===== config.mk =====
export PLATFORM = sky130hd
export DESIGN_NAME = pwm_duty_decoder
export DESIGN_NICKNAME = d
export VERILOG_FILES = /design/src/rtl/pwm_duty_decoder.sv
export SDC_FILE = /design/constraint.sdc
export NUM_CORES = 1
export LEC_CHECK = 0
export CAP_MARGIN = 10
export CORE_ASPECT_RATIO = 1.4
export CORE_MARGIN = 5
export CORE_UTILIZATION = 60
export CTS_CLUSTER_DIAMETER = 60
export DETAILED_ROUTE_END_ITERATION = 12
export PLACE_DENSITY = 0.91
export RECOVER_POWER = 50
export SYNTH_ARGS = -nofsm -noshare
export SYNTH_HDL_FRONTEND = slang
export SYNTH_SLANG_ARGS = --single-unit

===== constraint.sdc =====
create_clock -name clk_div -period 4.2 [get_ports clk_div]
set_clock_uncertainty 0.05 [all_clocks]
set_input_delay 1.26 -clock clk_div [delete_from_list [all_inputs] [get_ports clk_div]]
set_output_delay 1.26 -clock clk_div [all_outputs]
set_load 0.01 [all_outputs]

===== src/rtl/pwm_duty_decoder.sv =====
// Recovers the 8-bit duty code of each fixed-length PWM frame sampled on clk_div, tracks ramp direction.
// Outputs update 3 clk_div edges after a pwm_in rise is first captured; no backpressure, one result per closed frame.
module pwm_duty_decoder #(
  parameter int PERIOD = 256
) (
  input  logic       clk_div,
  input  logic       rst,
  input  logic       pwm_in,
  output logic [7:0] duty_out,
  output logic       duty_valid,
  output logic [1:0] ramp_dir,
  output logic       peak,
  output logic       trough,
  output logic       static_lvl
);

  localparam int CW = $clog2(PERIOD) + 1;
  localparam int HW = (CW > 8) ? CW : 8;
  localparam logic [CW-1:0] CNT_FULL = CW'(PERIOD);
  localparam logic [CW-1:0] CNT_HALF = CW'(PERIOD / 2);

  typedef enum logic [1:0] {
    DIR_UNK  = 2'b00,
    DIR_UP   = 2'b01,
    DIR_DOWN = 2'b10,
    DIR_HOLD = 2'b11
  } dir_t;

  logic          r_sync1;
  logic          r_s;
  logic          r_s_d;
  logic [CW-1:0] r_cnt;
  logic [CW-1:0] r_hi;
  logic [1:0]    r_to_cnt;
  logic          r_primed;
  logic [7:0]    r_prev;
  logic          r_prev_vld;
  logic [7:0]    r_duty;
  logic          r_valid;
  dir_t          r_dir;
  logic          r_peak;
  logic          r_trough;

  logic          w_e;
  logic          w_close;
  logic          w_short;
  logic [HW-1:0] w_hi_w;
  logic [7:0]    w_code;
  dir_t          w_dir;

  assign w_e     = r_s & ~r_s_d;
  assign w_close = (w_e && (r_cnt >= CNT_HALF)) || (r_cnt == CNT_FULL);
  assign w_short = w_e && (r_cnt < CNT_HALF);
  assign w_hi_w  = HW'(r_hi);
  assign w_code  = (w_hi_w > HW'(255)) ? 8'hFF : w_hi_w[7:0];

  always_comb begin
    w_dir = DIR_HOLD;
    if (w_code > r_prev) begin
      w_dir = DIR_UP;
    end else if (w_code < r_prev) begin
      w_dir = DIR_DOWN;
    end
  end

  always_ff @(posedge clk_div or posedge rst) begin
    if (rst) begin
      r_sync1    <= 1'b0;
      r_s        <= 1'b0;
      r_s_d      <= 1'b0;
      r_cnt      <= '0;
      r_hi       <= '0;
      r_to_cnt   <= 2'd0;
      r_primed   <= 1'b0;
      r_prev     <= 8'd0;
      r_prev_vld <= 1'b0;
      r_duty     <= 8'd0;
      r_valid    <= 1'b0;
      r_dir      <= DIR_UNK;
      r_peak     <= 1'b0;
      r_trough   <= 1'b0;
    end else begin
      r_sync1  <= pwm_in;
      r_s      <= r_sync1;
      r_s_d    <= r_s;
      r_valid  <= 1'b0;
      r_peak   <= 1'b0;
      r_trough <= 1'b0;

      // The sample taken in a closing cycle belongs to the next frame.
      if (w_close || w_short) begin
        r_cnt <= CW'(1);
        r_hi  <= CW'(r_s);
      end else begin
        r_cnt <= r_cnt + CW'(1);
        r_hi  <= r_hi + CW'(r_s);
      end

      // Ceiling of 2 keeps static_lvl asserted for as long as timeouts continue.
      if (w_e) begin
        r_to_cnt <= 2'd0;
      end else if (w_close && (r_to_cnt != 2'd2)) begin
        r_to_cnt <= r_to_cnt + 2'd1;
      end

      if (w_close) begin
        r_primed <= 1'b1;
        r_valid  <= r_primed;
        if (r_primed) begin
          r_duty     <= w_code;
          r_prev     <= w_code;
          r_prev_vld <= 1'b1;
          if (r_prev_vld) begin
            r_dir    <= w_dir;
            r_peak   <= (r_dir == DIR_UP) && (w_dir == DIR_DOWN);
            r_trough <= (r_dir == DIR_DOWN) && (w_dir == DIR_UP);
          end
        end
      end
    end
  end

  assign duty_out   = r_duty;
  assign duty_valid = r_valid;
  assign ramp_dir   = r_dir;
  assign peak       = r_peak;
  assign trough     = r_trough;
  assign static_lvl = (r_to_cnt == 2'd2);

endmodule


Yosys cells after proc, flatten, opt, wreduce, memory -nomap -nowiden
Index checks and enable logic that the tools add are counted.

cells by class
  $add $sub $neg = 3
  magnitude comparators = 5
  equality and inequality tests = 7
  muxes and demuxes = 14
  bitwise logic cells = 2
  reductions and logical operators = 10

operators by type and width
  cell                 count
  $mux 9               2
  $add 9x1->9          1
  $add 9x1->9 const B  1
  $eq 9x9->1 const B   1
  $ge 9x8->1 const B   1
  $gt 9x8->1 const B   1
  $lt 9x8->1 const B   1
  $gt 8x8->1           1
  $lt 8x8->1           1
  $mux 1               8
  $mux 8               1
  $eq 2x2->1 const B   3
  $mux 2               3
  $logic_and 1x1->1    5
  $eq 2x1->1 const B   2
  $reduce_and 3->1     1
  $add 2x1->2 const B  1
  $logic_or 1x1->1     2
  $ne 2x2->1 const B   1
  $reduce_and 2->1     1
  $reduce_bool 2->1    1
  $and 1x1->1          1
  $not 1->1            1

storage, ports and cells
  register bits after elaboration = 38
  bits of input ports = 3
  output and inout port bits = 14
  logic and storage cells = 54

Depth between registers and ports, before layout
Gate-level depths: netlist of the first run.

  word-level depth = 10
  depth in mapped cells = 8
  gate-level depth less buffers = 7

Worst setup path after synthesis of the first run
OpenSTA, ideal clock, no wires.

  kind = register to register
  from = register r_hi[8]
  to = register r_dir[0] (netlist: ramp_dir[0])
  setup time = 0.125 ns
  arrival = 1.883 ns
  data required time = 4.025 ns
  setup slack = 2.142 ns
  stages on the path, launching flop included = 8
  cells stage by stage = dfrtp_1 > or2_2 > ha_1 > nor2b_1 > o211ai_1 > a21oi_1 > a211o_1 > mux2_4

on the way
  word-level cells in the longest chain between the ends = 5
  elaborated cells between the ends (all ways) = 6
  those cells by class = 3 x order compare; 3 x mux

ends and longest elaborated chain
  element                 RTL line  text
  start, declared         33        logic [CW-1:0] r_hi;
  start signal, assigned  93        r_hi <= CW'(r_s);
  start signal, assigned  96        r_hi <= r_hi + CW'(r_s);
  $gt 9x8->1 (*)          55        assign w_code = (w_hi_w > HW'(255)) ? 8'hFF : w_hi_w[7:0];
  $mux 8 (*)              55
  named net w_code[1]     48        logic [7:0] w_code;
  $lt 8x8->1              61        end else if (w_code < r_prev) begin
  $mux 1                  61
  $mux 2 (*)              59        if (w_code > r_prev) begin
  end signal, assigned    114       r_dir <= w_dir;
  end, declared           40        dir_t r_dir;

Mark *: on every way through the listed nets, which the timed path passes. The rest lies on a longest branch.
A chain may end at the register's enable or synchronous reset.

Worst setup path in the final report of the first run
  from = register r_to_cnt[0]
  to = output static_lvl

on the way
  word-level cells in the longest chain between the ends = 1

ends and longest elaborated chain
  element                 RTL line  text
  start, declared         34        logic [1:0] r_to_cnt;
  start signal, assigned  103       r_to_cnt <= r_to_cnt + 2'd1;
  $eq 2x2->1              128       assign static_lvl = (r_to_cnt == 2'd2);
  end, declared           14        output logic static_lvl

No other way between the ends.

==> impl_metrics.py, run 1 <==
metrics = {
    "run_status": {
        "run_status": "finished, final reports clean",
    },
    "layout": {
        "syn2layout_area_growth_pct": 15.1,
        "stdcell_count": 229,
        "n_fill_cell": 214,
        "nets": 207,
        "final_area_um2": 2100,
        "diodes": 0,
        "drive_gt1_share_pct": 11.5,
    },
    "placement": {
        "placed_cell_area_um2": 2020,
        "dp_slack_ns": 1.75,
        "dp.cells": 221,
        "place_hpwl_um": 2350,
        "io_buffers": 16,
        "gp_congestion": 0.788,
    },
    "power_and_ir_drop": {
        "combPwrFrac_pct": 18.2,
        "clkPwrFrac_pct": 30.2,
        "ir_drop_mv": 0.309,
        "seq_power_share_pct": 51.6,
        "p_int_mw": 0.602,
        "switching_power_mw": 0.237,
        "powerDensity_nw_per_um2": 400,
        "p_leak_nw": 1.00,
        "swShare_pct": 28.2,
    },
    "global_routing": {
        "met1_usage_pct": 17.6,
        "antenna_found_initial": 0,
        "grt_pass1_vias": 1284,
        "grt_max_degree": 39,
        "grt_pass1_wl_um": 5600,
        "use_met2_pct": 33.0,
        "grt_use_met3_pct": 5.49,
        "track_usage_pct": 17.6,
        "overflow": 0,
        "grt.busiest_layer": "met2",
    },
    "clock_network": {
        "hold_buffers": 0,
        "clkLatencyLatePin_ns": 0.29,
        "cts_tree": "built",
        "cts-root-buf": "clkbuf_8",
        "cts_resized": 0,
        "cts_setup_buffers": 0,
        "clkSinkCount": 38,
        "cts_buffer_depth": 2,
        "cts_buffers": 5,
        "cts.clk_slew.worst_paths_ns": 0.07,
        "cts.htree.levels": 2,
    },
    "sta": {
        "hold_ws_ns": 0.304,
        "max_slew_margin_pct": 66.3,
        "finalSetupTns_ns": 0,
        "fin_crit_ns": 2.76,
        "hold_viol_final": 0,
        "finalCritPeriodShare_pct": 65.7,
        "finalSetupViolCount": 0,
        "report.final.slew_viol_count": 0,
        "layout_setup_ws_ns": 1.44,
        "rsz0062_at_grt": "no",
        "worst_slew_pin_slew_ns": 0.500,
        "fmax_mhz": 362,
    },
    "logic_synthesis": {
        "synth.most_common_cell": "dfrtp_1",
        "synth.avg_cell_area_um2": 10.7,
        "synth_common_cells": "38 x dfrtp_1, 20 x nor2_1, 13 x ha_1",
        "synth_area_um2": 1820,
        "synth-main-ff-cell": "dfrtp_1",
        "synth_cells": 170,
        "synth-seq-cells": 38,
        "synthArstFlopShare_pct": 100,
        "synth_edf_count": 0,
        "synth_top_area_share_pct": 52.2,
        "synth_area_leaders": "dfrtp_1 52%, ha_1 8.9%, xor2_1 4.3%",
        "seq_area_frac_synth_pct": 52.2,
        "synth_cell_type_count": 31,
        "yosysWarnings": 0,
        "synth_fp_nets": 186,
        "synth.largest_area_cell": "dfrtp_1",
    },
    "setup_path": {
        "slowest_stage": "clkdlybuf4s50_1",
        "crit_start": "r_to_cnt[0]",
        "slowest_delay_ns": 0.54,
        "ff2ff_setup_slack_ns": 1.96,
        "crit_end": "static_lvl",
        "critPathMaxFanout": 2,
        "rr_endpoint": "ramp_dir[0]",
        "end_kind": "primary output",
        "cp.required_ns": 2.89,
        "r2r_start": "r_cnt[0]",
        "critical_path_class": "reg -> out",
        "startpoint_type": "flop",
        "cp.arrival_ns": 1.45,
        "crit_chain": "inv_1 > ha_1 > clkdlybuf4s50_1",
        "reg2reg_depth": 7,
    },
    "flow_run": {
        "drv_cap": 0,
    },
    "die": {
        "dieArea_um2": 4260,
        "ios": 17,
        "die_h_um": 75.2,
        "start_util_pct": 62.7,
        "num_rows": 23,
        "core_area_um2": 2910,
        "die_w_um": 56.6,
    },
    "route": {
        "route.vias.total": 1212,
        "avgViaCountPerCell": 5.29,
        "routed_wire_length_per_instance_um": 13.6,
        "drtIter0Drc": 27,
        "dr.pass1.iters": 4,
        "routed_wl_um": 3120,
        "antenna_left": 0,
        "route.detailed.drc": 0,
    },
    "min_path": {
        "min_path_type": "reg -> reg",
    },
}
==> through the flow <==
| step | util [%] | power [mW] |
|---|---|---|
| 6_report | 72.2 | 0.838 |
| 5_1_grt | 72.2 | 0.897 |
| 4_1_cts | 72.5 | 0.852 |
| 2_1_floorplan | - | 0.551 |
| 3_5_place_dp | 69.4 | 0.593 |
| 3_3_place_gp | 69.4 | 0.580 |
==> worst max-delay path, delay by kind of cell, from the launching register on <==
kind	cells	cell delay, ns
flip-flops	1	0.39
adder cells (fa/ha/maj)	1	0.16
buffers and inverters	2	0.60
==> sequential cells by signal, summed over array words and instances, names as in the netlist, 2 cells and up <==
signal and flops:
r_cnt 9, r_hi 9, duty_out 8, r_to_cnt 2
ramp_dir 2
==> cell type report <==
type                            instances  area, um2  share of cell area (%)
Sequential cell                        38        951                    45.3
Multi-Input combinational cell        118        801                    38.2
Timing Repair Buffer                   17        168                    7.99
Clock buffer                            7       86.3                    4.11
Tap cell                               37       46.3                    2.21
Inverter                               11       41.3                    1.97
Clock inverter                          1       5.00                   0.239
==> worst min path at each step <==
stage	endpoint	slack [ns]	start	cells after the start
2_1_floorplan	r_s	0.28	r_sync1	0
3_3_place_gp	r_s	0.28	r_sync1	0
3_5_place_dp	r_s	0.29	r_sync1	0
4_1_cts	r_s	0.31	r_sync1	0
5_1_grt	r_s	0.32	r_sync1	0
6_report	r_s	0.30	r_sync1	0
==> cell families after synthesis <==
family                     after synthesis  share of synthesized area, %
and+or+nand+nor                         70                          20.5
DFF                                     38                          52.2
AOI/OAI and AO/OA                       18                          6.38
xor gates and xnor gates                15                          7.21
buffers and inverters                   14                          3.43
adders and majority gates               13                          8.92
muxes                                    2                          1.44
==> metal layers <==
layer / share of wire (%) / vias to the layer above / wire, um
li1: - / 609 / -
met1: 40 / 580 / 1240
met2: 55 / 19 / 1700
met3: 4.1 / 4 / 127
met4: 1.8 / 0 / 55
met5: 0 / - / 0
==> layout by cell type (no fill, tap or decap), drive strengths merged, types with 5 or more instances in the layout <==
cell type      synthesis  final
o21ai                  8      8
a21oi                  5      5
xnor2                  6      6
dfrtp                 38     38
xor2                   9      9
nand3                  9      9
nor2                  20     20
clkdlybuf4s50          0     14
or2                    9      9
clkbuf                 0      7
inv                   11     11
ha                    13     13
nand2                 13     13
==> power groups by stage <==
stage          Clock, mW  Combinational, mW  Sequential, mW
2_1_floorplan          0              0.121           0.430
3_3_place_gp           0              0.143           0.437
3_5_place_dp           0              0.153           0.439
4_1_cts            0.260              0.158           0.433
5_1_grt            0.284              0.175           0.438
6_report           0.253              0.153           0.432
(Power assumes the default switching activity.)
==> run 2: changes to the inputs <==
--- a/config.mk
+++ b/config.mk
@@ -8,10 +8,10 @@
 export CAP_MARGIN = 10
 export CORE_ASPECT_RATIO = 1.4
 export CORE_MARGIN = 5
-export CORE_UTILIZATION = 60
+export CORE_UTILIZATION = 56
 export CTS_CLUSTER_DIAMETER = 60
 export DETAILED_ROUTE_END_ITERATION = 12
-export PLACE_DENSITY = 0.91
+export PLACE_DENSITY = 0.86
 export RECOVER_POWER = 50
 export SYNTH_ARGS = -nofsm -noshare
 export SYNTH_HDL_FRONTEND = slang
==> constraint.sdc (replaced) <==
create_clock -name clk_div -period 2.88 [get_ports clk_div]
set_clock_uncertainty 0.05 [all_clocks]
set_input_delay 0.864 -clock clk_div [delete_from_list [all_inputs] [get_ports clk_div]]
set_output_delay 0.864 -clock clk_div [all_outputs]
set_load 0.01 [all_outputs]
==> impl_metrics.py, run 2 (synthesized netlist as in run 1, its figures left out) <==
metrics = {
    "run_status": {
        "run_status": "finished, final reports clean",
    },
    "setup_path": {
        "critical_path_class": "reg -> out",
        "rr_endpoint": "ramp_dir[0]",
        "cp.required_ns": 1.97,
        "ff2ff_setup_slack_ns": 0.67,
        "slowest_stage": "clkdlybuf4s50_1",
        "r2r_start": "r_cnt[0]",
        "slowest_delay_ns": 0.54,
        "reg2reg_depth": 7,
        "critPathBufInv": 2,
        "cp.arrival_ns": 1.46,
        "crit_family": "buffers and inverters",
        "crit_chain": "inv_1 > ha_1 > clkdlybuf4s50_1",
        "critPathMaxFanout": 2,
        "startpoint_type": "flop",
        "end_kind": "primary output",
    },
    "clock_network": {
        "cts.clk_slew.worst_paths_ns": 0.07,
        "cts_buffer_depth": 2,
        "clkLatencyLatePin_ns": 0.29,
        "cts-root-buf": "clkbuf_8",
        "cts_tree": "built",
        "cts_resized": 0,
        "hold_buffers": 0,
        "cts.htree.levels": 2,
        "cts_setup_buffers": 0,
        "cts_buffers": 5,
        "clkSinkCount": 38,
    },
    "sta": {
        "fin_crit_ns": 2.38,
        "hold_viol_final": 0,
        "finalCritPeriodShare_pct": 82.6,
        "layout_setup_ws_ns": 0.502,
        "max_slew_margin_pct": 39.6,
        "worst_slew_pin_slew_ns": 0.906,
        "report.final.slew_viol_count": 0,
        "finalSetupTns_ns": 0,
        "finalSetupViolCount": 0,
        "fmax_mhz": 420,
        "rsz0062_at_grt": "no",
    },
    "layout": {
        "diodes": 0,
        "drive_gt1_share_pct": 10.5,
        "mostFrequentLayoutCell": "dfrtp_1",
        "regArea_um2": 951,
        "final_core_utilization_pct": 66.7,
        "multi_input_area_um2": 801,
        "final_cell_mix": "38 x dfrtp_1, 20 x nor2_1, 14 x clkdlybuf4s50_1",
        "syn2layout_area_growth_pct": 14.3,
        "n_fill_cell": 247,
        "nets": 207,
    },
    "placement": {
        "gp_congestion": 0.838,
        "place_hpwl_um": 2540,
        "dp_slack_ns": 0.702,
        "io_buffers": 16,
    },
    "die": {
        "core_area_um2": 3120,
        "start_util_pct": 58.4,
        "dieArea_um2": 4510,
        "num_rows": 24,
        "die_h_um": 77.5,
        "die_w_um": 58.2,
        "ios": 17,
    },
    "global_routing": {
        "overflow": 0,
        "grt_pass1_wl_um": 5680,
        "track_usage_pct": 16.7,
        "grt_pass1_vias": 1324,
        "antenna_found_initial": 0,
        "grt_max_degree": 39,
    },
    "route": {
        "routed_wl_um": 3310,
        "avgViaCountPerCell": 5.49,
        "route.vias.total": 1262,
        "dr.pass1.iters": 4,
        "route.detailed.drc": 0,
        "routed_wire_length_per_instance_um": 14.4,
        "antenna_left": 0,
        "drtIter0Drc": 43,
    },
    "min_path": {
        "min-delay-start": "r_sync1",
        "hold-path-endpoint": "r_s",
        "min_path_type": "reg -> reg",
        "holdPathStages": 0,
    },
    "power_and_ir_drop": {
        "ir_drop_mv": 0.372,
        "powerDensity_nw_per_um2": 571,
        "p_leak_nw": 0.992,
    },
    "flow_run": {
        "drv_cap": 0,
    },
}
run 2: cell count changes in the layout (fill, tap and decap cells not counted), sizes merged:
cell    previous run  this run
clkbuf             7         8
clkinv             1         0
buf                1         0
run 2: area by class of cell:
cell class              instances  area share, %
flip-flops and latches         38           45.6
inverters                      11           1.98
repair buffers                 17           7.93
multi-input cells             118           38.4
clock buffers                   7           3.66
well taps                      39           2.34
run 2: worst max-delay path by stage:
stage | start | to | slack, ns | cells after the start
floorplan | r_hi[8] | ramp_dir[0] | 0.82 | 7
global placement | r_hi[8] | ramp_dir[0] | 0.77 | 7
detailed placement | r_hi[8] | ramp_dir[0] | 0.70 | 7
CTS | r_to_cnt[0] | static_lvl | 0.48 | 3
global route | r_cnt[0] | ramp_dir[0] | 0.41 | 7
finish | r_to_cnt[0] | static_lvl | 0.50 | 3
run 2: metrics by stage:
stage / area (um2) / total power, mW / cells / hold WS (ns)
floorplan: 1820 / 0.803 / 170 / 0.281
global placement: 2020 / 0.841 / 223 / 0.283
detailed placement: 2020 / 0.866 / 223 / 0.291
CTS: 2090 / 1.20 / 230 / 0.307
global route: 2080 / 1.26 / 230 / 0.319
finish: 2080 / 1.19 / 230 / 0.304
run 2: power breakdown:
group | leakage (nW) | internal, mW | switching (mW) | total (mW)
registers | 0.513 | 0.578 | 0.0547 | 0.632
logic | 0.440 | 0.105 | 0.115 | 0.220
clock network | 0.0383 | 0.166 | 0.170 | 0.336
total | 0.992 | 0.850 | 0.339 | 1.19
run 2: metal layers:
metal | routed length, um | vias up | part of all wire, % | track usage (%)
met5 | 0 | - | 0 | 0
met1 | 1240 | 610 | 37 | 16.2
li1 | - | 610 | - | -
met3 | 135 | 13 | 4.1 | 4.49
met2 | 1800 | 29 | 54 | 29.4
met4 | 139 | 0 | 4.2 | 12.1
==> run 3: changes to the inputs <==
--- a/config.mk
+++ b/config.mk
@@ -8,10 +8,10 @@
 export CAP_MARGIN = 10
 export CORE_ASPECT_RATIO = 1.4
 export CORE_MARGIN = 5
-export CORE_UTILIZATION = 56
+export CORE_UTILIZATION = 51
 export CTS_CLUSTER_DIAMETER = 60
 export DETAILED_ROUTE_END_ITERATION = 12
-export PLACE_DENSITY = 0.86
+export PLACE_DENSITY = 0.83
 export RECOVER_POWER = 50
 export SYNTH_ARGS = -nofsm -noshare
 export SYNTH_HDL_FRONTEND = slang
==> constraint.sdc (replaced) <==
create_clock -name clk_div -period 2 [get_ports clk_div]
set_clock_uncertainty 0.05 [all_clocks]
set_input_delay 0.6 -clock clk_div [delete_from_list [all_inputs] [get_ports clk_div]]
set_output_delay 0.6 -clock clk_div [all_outputs]
set_load 0.01 [all_outputs]
==> impl_metrics.py, run 3 (synthesized netlist as in run 1, its figures left out) <==
metrics = {
    "run_status": {
        "run_status": "finished, violations left",
        "violations": "setup timing",
    },
    "layout": {
        "mostFrequentLayoutCell": "dfrtp_1",
        "drive_gt1_share_pct": 18.2,
        "diodes": 0,
        "syn2layout_area_growth_pct": 20.2,
        "final_area_um2": 2190,
        "nets": 214,
        "final_cell_mix": "37 x dfrtp_1, 20 x nor2_1, 13 x clkdlybuf4s50_1",
        "stdcell_count": 238,
    },
    "power_and_ir_drop": {
        "powerDensity_nw_per_um2": 817,
        "swShare_pct": 29.2,
        "seq_power_share_pct": 49.9,
        "ir_drop_mv": 0.659,
        "combPwrFrac_pct": 22.5,
        "power_mw": 1.79,
        "p_int_mw": 1.27,
        "p_leak_nw": 1.05,
        "switching_power_mw": 0.522,
        "clkPwrFrac_pct": 27.6,
    },
    "sta": {
        "layout_setup_ws_ns": -0.0286,
        "max_slew_margin_pct": 40.0,
        "rsz0062_at_grt": "yes",
        "fmax_mhz": 493,
        "finalCritPeriodShare_pct": 101,
        "worst_slew_pin_slew_ns": 0.899,
        "fin_crit_ns": 2.03,
        "hold_ws_ns": 0.303,
        "hold_viol_final": 0,
        "finalSetupTns_ns": -0.0286,
        "finalSetupViolCount": 1,
        "report.final.slew_viol_count": 0,
    },
    "die": {
        "die_h_um": 80.7,
        "start_util_pct": 53.5,
        "ios": 17,
        "num_rows": 25,
        "die_w_um": 60.5,
        "dieArea_um2": 4890,
        "core_area_um2": 3410,
    },
    "clock_network": {
        "clkLatencyLatePin_ns": 0.29,
        "cts_buffers": 5,
        "cts.htree.levels": 2,
        "cts-root-buf": "clkbuf_8",
        "cts_buffer_depth": 2,
        "clkSinkCount": 38,
        "cts.clk_slew.worst_paths_ns": 0.07,
        "cts_tree": "built",
        "cts_setup_buffers": 0,
        "hold_buffers": 0,
    },
    "setup_path": {
        "end_kind": "flop",
        "reg2reg_depth": 7,
        "rr_endpoint": "ramp_dir[0]",
        "critPathBufInv": 0,
        "startpoint_type": "flop",
        "ff2ff_setup_slack_ns": -0.03,
        "critPathMaxFanout": 8,
        "cp.arrival_ns": 2.16,
        "crit_chain": "or2_4 > ha_4 > nor2b_4 > o211ai_1 > a21oi_1 > a211o_1 > mux2_4",
        "cp.required_ns": 2.13,
        "critical_path_class": "reg -> reg",
        "crit_cells": 7,
        "slowest_delay_ns": 0.44,
        "r2r_start": "r_hi[8]",
        "crit_family": "compound AO/OA/AOI/OAI gates",
        "slowest_stage": "dfrtp_2",
    },
    "flow_run": {
        "drv_cap": 0,
    },
    "route": {
        "routed_wl_um": 3320,
        "route.detailed.drc": 0,
        "routed_wire_length_per_instance_um": 14.0,
        "avgViaCountPerCell": 5.42,
        "route.vias.total": 1291,
        "dr.pass1.iters": 6,
        "drtIter0Drc": 33,
        "antenna_left": 0,
    },
    "min_path": {
        "hold-path-endpoint": "r_s",
        "min-delay-start": "r_sync1",
        "min_path_type": "reg -> reg",
        "holdPathStages": 0,
    },
    "placement": {
        "placed_cell_area_um2": 2090,
        "gp_congestion": 0.791,
        "dp.cells": 231,
        "io_buffers": 16,
        "place_hpwl_um": 2450,
    },
    "global_routing": {
        "grt_pass1_vias": 1380,
        "grt_pass1_wl_um": 6000,
        "grt_max_degree": 39,
        "antenna_found_initial": 0,
        "overflow": 0,
        "track_usage_pct": 16.6,
    },
}
-- run 3: changes by cell type in the layout (fill, tap and decap cells not counted), sizes merged --
cell / change
clkinv: +2
buf: +7
clkbuf: -2
dlygate4sd2: +1
clkdlybuf4s50: -1
-- run 3: power by group through the flow --
stage | sequential, mW | combinational [mW] | clock [mW]
after floorplan | 0.903 | 0.258 | 0
after global placement | 0.903 | 0.351 | 0
after detailed placement | 0.907 | 0.385 | 0
after CTS | 0.893 | 0.400 | 0.510
after global routing | 0.905 | 0.466 | 0.544
final | 0.894 | 0.402 | 0.495
-- run 3: metal layers --
| metal | routed length, um | part of all wire (%) | up-vias | global-route usage (%) |
|---|---|---|---|---|
| li1 | - | - | 623 | - |
| met3 | 135 | 4.1 | 5 | 5.88 |
| met2 | 1830 | 55 | 21 | 29.9 |
| met4 | 45 | 1.4 | 0 | 8.03 |
| met5 | 0 | 0 | - | 0 |
| met1 | 1310 | 39 | 642 | 16.5 |
-- run 3: worst max path at each step --
stage	endpoint	from
6_report	ramp_dir[0]	r_hi[8]
5_1_grt	ramp_dir[0]	r_hi[8]
4_1_cts	peak	r_hi[8]
3_5_place_dp	ramp_dir[0]	r_hi[8]
3_3_place_gp	ramp_dir[0]	r_hi[8]
2_1_floorplan	ramp_dir[0]	r_hi[8]
-- run 3: final cells by class --
type,instances,area [um2]
fillers,279,1220
well taps,40,50.0
clock buffers,5,68.8
clock inverters,2,10.0
inverters,11,41.3
repair buffers,24,216
flip-flops and latches,38,952
multi-input cells,118,852
-- run 3: stage by stage --
stage / utilization, % / setup slack, ns
5_1_grt: 64.3 / -0.121
4_1_cts: 64.3 / -0.0318
2_1_floorplan: - / 0.0375
6_report: 64.3 / -0.0286
3_3_place_gp: 61.2 / -0.00482
3_5_place_dp: 61.2 / -0.0946
-- run 3: what timing repair did --
action | CTS | global route
pin swaps | 1 | 1
hold endpoints to repair | 0 | 0
endpoints found under the setup margin | 5 | 4
cloned | 0 | 0
gates resized for setup | 4 | 3
